## config.mk

```make
export PLATFORM = sky130hd
export DESIGN_NAME = commit_trace_unit
export DESIGN_NICKNAME = d
export VERILOG_FILES = /design/src/rtl/commit_trace_unit.sv
export SDC_FILE = /design/constraint.sdc
export NUM_CORES = 1
export LEC_CHECK = 0
export ABC_AREA = 1
export BUFFER_PORTS_ARGS = -buffer_cell sky130_fd_sc_hd__buf_2
export CAP_MARGIN = 40
export CORE_UTILIZATION = 45
export CTS_BUF_LIST = sky130_fd_sc_hd__clkbuf_4
export DETAILED_ROUTE_END_ITERATION = 10
export PLACE_DENSITY = 0.69
export SLEW_MARGIN = 25
export SYNTH_ARGS = -nofsm -noshare
export SYNTH_HDL_FRONTEND = slang
export SYNTH_SLANG_ARGS = --single-unit
```

## constraint.sdc

```tcl
create_clock -name clk -period 2.2 [get_ports clk]
set_clock_uncertainty 0.15 [all_clocks]
set_input_delay 0.44 -clock clk [delete_from_list [all_inputs] [get_ports clk]]
set_output_delay 0.44 -clock clk [all_outputs]
set_load 0.02 [all_outputs]
```

## src/rtl/commit_trace_unit.sv

```systemverilog
// commit_trace_unit: captures one commit record per retired instruction,
// buffers it in a small FIFO and streams it out on a val/rdy interface.
// The producer is back-pressured through a registered commit_rdy.
module commit_trace_unit #(
  parameter int DEPTH = 4,
  parameter int SEQ_W = 16
) (
  input  logic             clk,
  input  logic             rst,
  input  logic             commit_val,
  output logic             commit_rdy,
  input  logic [31:0]      commit_pc,
  input  logic [4:0]       commit_waddr,
  input  logic [31:0]      commit_wdata,
  input  logic             commit_wen,
  output logic             trace_val,
  input  logic             trace_rdy,
  output logic [31:0]      trace_pc,
  output logic [4:0]       trace_waddr,
  output logic [31:0]      trace_wdata,
  output logic             trace_wen,
  output logic [SEQ_W-1:0] trace_seq,
  output logic [31:0]      num_commits
);

  localparam int AW = (DEPTH > 1) ? $clog2(DEPTH) : 1;
  localparam int CW = AW + 1;
  localparam logic [CW-1:0] FULL_CNT = CW'(DEPTH);

  logic [31:0]      pc_q    [DEPTH];
  logic [4:0]       waddr_q [DEPTH];
  logic [31:0]      wdata_q [DEPTH];
  logic             wen_q   [DEPTH];
  logic [SEQ_W-1:0] seq_q   [DEPTH];

  logic [AW-1:0]    wptr_q, rptr_q;
  logic [CW-1:0]    cnt_q, cnt_d;
  logic             rdy_q;
  logic [SEQ_W-1:0] seq_ctr_q;
  logic [31:0]      ncommit_q;
  logic             push, pop;

  assign push = commit_val & rdy_q;
  assign pop  = (cnt_q != '0) & trace_rdy;

  // Occupancy after this cycle's handshakes; a push blocked by full is
  // already excluded because push is qualified by the registered ready.
  always_comb begin
    cnt_d = cnt_q;
    case ({push, pop})
      2'b10:   cnt_d = cnt_q + CW'(1);
      2'b01:   cnt_d = cnt_q - CW'(1);
      default: cnt_d = cnt_q;
    endcase
  end

  // Control state: pointers, count, ready, sequence and commit counters.
  always_ff @(posedge clk or negedge rst) begin
    if (!rst) begin
      wptr_q    <= '0;
      rptr_q    <= '0;
      cnt_q     <= '0;
      rdy_q     <= 1'b0;
      seq_ctr_q <= '0;
      ncommit_q <= '0;
    end else begin
      if (push) begin
        wptr_q    <= wptr_q + AW'(1);
        seq_ctr_q <= seq_ctr_q + SEQ_W'(1);
        if (ncommit_q != 32'hFFFF_FFFF) ncommit_q <= ncommit_q + 32'd1;
      end
      if (pop) rptr_q <= rptr_q + AW'(1);
      cnt_q <= cnt_d;
      rdy_q <= (cnt_d != FULL_CNT);
    end
  end

  // Record storage; cleared on reset so the head reads zero while in reset.
  always_ff @(posedge clk or negedge rst) begin
    if (!rst) begin
      for (int i = 0; i < DEPTH; i++) begin
        pc_q[i]    <= '0;
        waddr_q[i] <= '0;
        wdata_q[i] <= '0;
        wen_q[i]   <= 1'b0;
        seq_q[i]   <= '0;
      end
    end else if (push) begin
      pc_q[wptr_q]    <= commit_pc;
      waddr_q[wptr_q] <= commit_waddr;
      wdata_q[wptr_q] <= commit_wdata;
      // Writes to x0 are architecturally dropped, so the record says no write.
      wen_q[wptr_q]   <= commit_wen & (commit_waddr != 5'd0);
      seq_q[wptr_q]   <= seq_ctr_q;
    end
  end

  assign commit_rdy  = rdy_q;
  assign trace_val   = (cnt_q != '0);
  assign trace_pc    = pc_q[rptr_q];
  assign trace_waddr = waddr_q[rptr_q];
  assign trace_wdata = wdata_q[rptr_q];
  assign trace_wen   = wen_q[rptr_q];
  assign trace_seq   = seq_q[rptr_q];
  assign num_commits = ncommit_q;

endmodule

```

==> impl_summary.txt <==
----------------------------------------------------
[Setup path]
  Crit path DAT ... 2260 ps
  Worst flop-to-flop path startpoint ... cnt_q[0]
  Max incr delay on CP ... 480 ps
  Crit path launch type ... flip-flop
  Worst Path Required ... 1610 ps
  Critical Setup Path Class ... flip-flop to output pin
  Critical path launch point ... rptr_q[0]
  Crit path buffers/inverters ... 3
  Max FO, Critical Path ... 7
  Cell with the largest stage delay on the worst path ... sky130_fd_sc_hd__dfrtp_4
  Kind of end point of the critical path ... output pin
  Family with the most delay on the worst path ... buffers and inverters
  Chain of cells forming the critical path ... buf_6 > buf_16 > o21ai_1 > o22ai_1 > buf_2

[CTS]
  Clock Path Buffers ... 3
  Clock Sink Count ... 400
  H-tree depth reported by CTS ... 3
  Post-CTS clock slew at the launch and capture registers of the worst setup and hold paths ... 60 ps
  CTS tree ... built
  TritonCTS buffer count ... 106
  Clock Root Buffer ... sky130_fd_sc_hd__clkbuf_4
  Clock network latency to the later pin of the worst-skew pair ... 780 ps

[Synthesis]
  Avg Inst Size Synth ... 8.35 um2
  Main combinational cell family by area after synthesis ... simple AND/OR/NAND/NOR gates
  Mux cell area share after synthesis ... 0
  Area contributors post-synth ... sky130_fd_sc_hd__dfrtp_1, sky130_fd_sc_hd__o21ai_0, sky130_fd_sc_hd__nand2_1, sky130_fd_sc_hd__nor2_1, sky130_fd_sc_hd__o22ai_1
  Library cell with the largest summed area after synthesis ... sky130_fd_sc_hd__dfrtp_1
  Distinct cells, synth ... 29
  Adder-cell share of the synthesized area ... 0.00603
  Cell Area, Synth ... 0.0178 mm2
  Flops & latches, synth ... 400
  Number of nets produced by synthesis ... 2218
  Share of synthesized area occupied by flip-flops and latches ... 0.561
  Area fraction in compound gates after synthesis ... 0.179
  Synthesized instance count ... 2136
  Simple-gate share of the synthesized area ... 0.186
  Fraction of synthesized cell area in xor and xnor cells ... 0.0108
  Share of the synthesized area in the top cell type ... 0.561
  Number of warning messages in the yosys log ... 0

[Detailed routing]
  Routed wire length ... 56600 um
  Vias per inst ... 5.45
  Routed len/inst ... 18.4 um
  Detailed Route Iter0 Violations ... 1443
  First drt pass iteration count ... 6
  Overall via count from detail_route ... 16800
  Residual antenna-violating net count after detailed routing ... 0
  DRC violations left ... 0

[STA]
  Final worst-path cycle share ... 1.30
  Number of hold-slack violations in the final timing report ... 0
  RSZ-0062 raised after global routing ... true
  Max Freq ... 0.350 GHz
  Setup ws final ... -653 ps
  Finish-stage setup viols ... 86
  Relative max-transition margin ... 0.700
  Transition time at the pin with the least slew margin ... 450 ps
  Min Tclk post-route ... 2850 ps
  Number of max-slew violations in the final report ... 0

[Final layout]
  Filler Cell Count ... 3350
  Register Area ... 0.0100 mm2
  Final cell utilization of the core ... 0.620
  Total area of multi-input combinational cells ... 0.00770 mm2
  Layout Area Growth over Synthesis ... 35.2%
  Non-filler instance count after layout ... 3080
  Layout cell share with drive strength beyond 1 ... 0.257
  Total Nets Final ... 2563

[Die]
  Placeable core region ... 0.0389 mm2
  Starting utilization of the core area ... 0.459
  Rows ... 72
  Ports placed on the boundary ... 194
  Horizontal die dimension ... 201 um
  Full die area ... 0.0405 mm2
  Die H ... 201 um

[Power and ir drop]
  Peak ir drop on the vdd network ... 0.00123 V
  Leak ... 11.5 nW
  Pint ... 22.3 mW
  Power per cell area ... 1600 mW/mm2
  Logic pwr share ... 0.517
  Net Sw Power ... 16.4 mW
  Part of the power in registers ... 0.317
  Fraction of power spent switching nets ... 0.424
  Total power draw ... 38.7 mW
  Power share of the clock group ... 0.166

[Place]
  Worst setup slack before clock tree synthesis ... 77.5 ps
  Count of buffers from port buffering ... 193
  Post-DP HPWL ... 29200 um
  Placer Congestion ... 0.890
  Placed Instances ... 2762

[Hold path]
  Hold Startpoint ... seq_ctr_q[14]
  Path category of the worst min-delay check ... flip-flop to flip-flop

[Outcome]
  Result of the run ... complete, but fails checks
  Violations in the final reports ... negative setup slack

[Global route]
  Tot GR Track Use ... 0.270
  Largest net degree at the start of global routing ... 77
  Overflow after GRT ... 0
  Wire length of the first global-routing pass ... 86800 um
  Initial antenna violation count ... 1
  Via count of the first global-routing pass ... 16500

[Job]
  Number of maximum-capacitance constraint violations ... 0

----------------------------------------------------
worst reg2reg max path, cell delays in order (launching register included):
cell and delay (ps):
sky130_fd_sc_hd__dfrtp_1 370, sky130_fd_sc_hd__inv_2 60, sky130_fd_sc_hd__nand3_2 80, sky130_fd_sc_hd__nand2_1 80
sky130_fd_sc_hd__inv_1 90, sky130_fd_sc_hd__ha_1 140, sky130_fd_sc_hd__inv_1 80, sky130_fd_sc_hd__fa_2 360
sky130_fd_sc_hd__a21oi_2 120, sky130_fd_sc_hd__o21ai_1 90, sky130_fd_sc_hd__xor2_1 180, sky130_fd_sc_hd__buf_4 130
layout by cell type, fill, tap and decap left out, types with 9 or more instances in the layout:
cell | netlist | final
sky130_fd_sc_hd__buf_12 | 0 | 35
sky130_fd_sc_hd__buf_16 | 0 | 19
sky130_fd_sc_hd__buf_2 | 35 | 107
sky130_fd_sc_hd__buf_4 | 1 | 70
sky130_fd_sc_hd__buf_6 | 3 | 49
sky130_fd_sc_hd__clkbuf_16 | 0 | 13
sky130_fd_sc_hd__clkbuf_4 | 0 | 160
sky130_fd_sc_hd__clkinv_1 | 0 | 18
sky130_fd_sc_hd__dfrtp_1 | 400 | 397
sky130_fd_sc_hd__dlygate4sd3_1 | 0 | 74
sky130_fd_sc_hd__inv_1 | 120 | 115
sky130_fd_sc_hd__nand2_1 | 540 | 536
sky130_fd_sc_hd__nand3_1 | 21 | 20
sky130_fd_sc_hd__nand3b_1 | 12 | 12
sky130_fd_sc_hd__nand4_1 | 12 | 12
sky130_fd_sc_hd__nor2_1 | 231 | 150
sky130_fd_sc_hd__nor2_2 | 2 | 52
sky130_fd_sc_hd__nor2_4 | 4 | 35
sky130_fd_sc_hd__o21ai_0 | 526 | 408
sky130_fd_sc_hd__o21ai_1 | 0 | 76
sky130_fd_sc_hd__o21ai_2 | 0 | 33
sky130_fd_sc_hd__o21ai_4 | 0 | 9
sky130_fd_sc_hd__o22ai_1 | 86 | 47
sky130_fd_sc_hd__o22ai_2 | 0 | 35
sky130_fd_sc_hd__xor2_1 | 15 | 15
layer usage:
metal,track usage,vias to the layer above,share of wire
met5,0,-,0
met4,0.0897,0,0.027
met3,0.0632,120,0.078
met2,0.431,762,0.47
met1,0.361,8100,0.43
li1,-,7797,-
cell families after synthesis:
logic type,count (synthesis)
buf+inv,256
xor+xnor,22
simple gates,835
flops,400
compound gates,615
fa+ha+maj,8
synthesized netlist by cell type:
library cell and number:
sky130_fd_sc_hd__dfrtp_1 400, sky130_fd_sc_hd__fa_1 1, sky130_fd_sc_hd__buf_1 1, sky130_fd_sc_hd__nand2_4 3, sky130_fd_sc_hd__nor2_2 2, sky130_fd_sc_hd__nand2_1 540, sky130_fd_sc_hd__and2_1 1, sky130_fd_sc_hd__buf_2 35
sky130_fd_sc_hd__buf_6 3, sky130_fd_sc_hd__o22ai_1 86, sky130_fd_sc_hd__nand3_1 21, sky130_fd_sc_hd__inv_4 1, sky130_fd_sc_hd__nor2_1 231, sky130_fd_sc_hd__inv_1 120, sky130_fd_sc_hd__nand4_1 12, sky130_fd_sc_hd__o21ai_0 526
sky130_fd_sc_hd__o21bai_1 1, sky130_fd_sc_hd__nand2_2 1, sky130_fd_sc_hd__a21oi_1 2, sky130_fd_sc_hd__buf_4 1, sky130_fd_sc_hd__ha_1 7, sky130_fd_sc_hd__nor2_4 4, sky130_fd_sc_hd__nor3_1 7, sky130_fd_sc_hd__inv_2 1
sky130_fd_sc_hd__clkbuf_1 94, sky130_fd_sc_hd__xnor2_1 7, sky130_fd_sc_hd__nand3b_1 12, sky130_fd_sc_hd__nor3_2 1, sky130_fd_sc_hd__xor2_1 15
state kept, by name (all words and copies together) (netlist names), 3 cells and up:
signal       cells
num_commits     32
waddr_q         20
pc_q           128
wdata_q        128
cnt_q            3
seq_q           64
seq_ctr_q       16
wen_q            4
through the flow:
step | setup TNS (ps) | instance area, um2 | hold slack, ps
4_1_cts | -54170 | 23200 | 256
2_1_floorplan | 0 | 17800 | -5.59
5_1_grt | -56560 | 24100 | 289
6_report | -46240 | 24100 | 326
3_3_place_gp | 0 | 19600 | 228
3_5_place_dp | 0 | 19600 | 231
power by group through the flow:
stage | Sequential [mW] | Clock, mW | Combinational, mW
after floorplan | 11.5 | 0 | 8.85
after global placement | 11.8 | 0 | 13.1
after detailed placement | 11.9 | 0 | 13.4
after CTS | 12.0 | 6.58 | 17.6
after global routing | 12.5 | 7.00 | 21.5
final | 12.3 | 6.42 | 20.0
path summary, 6_finish.rpt:
| path | end | slack (ps) | cells after the start |
|---|---|---|---|
| worst min-delay path | seq_ctr_q[14] | 330 | 2 |
| worst max-delay path | trace_wdata[16] | -650 | 5 |
| min in group asynchronous | wdata_q[15] | 520 | 3 |
| worst max register to register | cnt_q[2] | 180 | 11 |
| worst min register to register | seq_ctr_q[14] | 330 | 2 |
| max in group asynchronous | wdata_q[105] | 680 | 4 |
layout make-up:
| cell class | instances | area share |
|---|---|---|
| clock inverter | 28 | 0.00508 |
| antenna | 1 | 0.000104 |
| sequential | 400 | 0.415 |
| timing repair buffer | 371 | 0.164 |
| inverter | 122 | 0.0198 |
| tap | 518 | 0.0269 |
| clock buffer | 160 | 0.0498 |
| multi-input combinational | 1480 | 0.319 |
repair_timing:
| item | in CTS | in global routing |
|---|---|---|
| gates resized for setup | 297 | 205 |
| setup endpoints to repair | 87 | 89 |
| cloned | 19 | 17 |
| setup buffers | 20 | 4 |
| pin swaps | 36 | 44 |
| hold endpoints to repair | 686 | 0 |
| hold buffers | 75 | 0 |
Note: power is estimated with default switching activity, not from simulation.
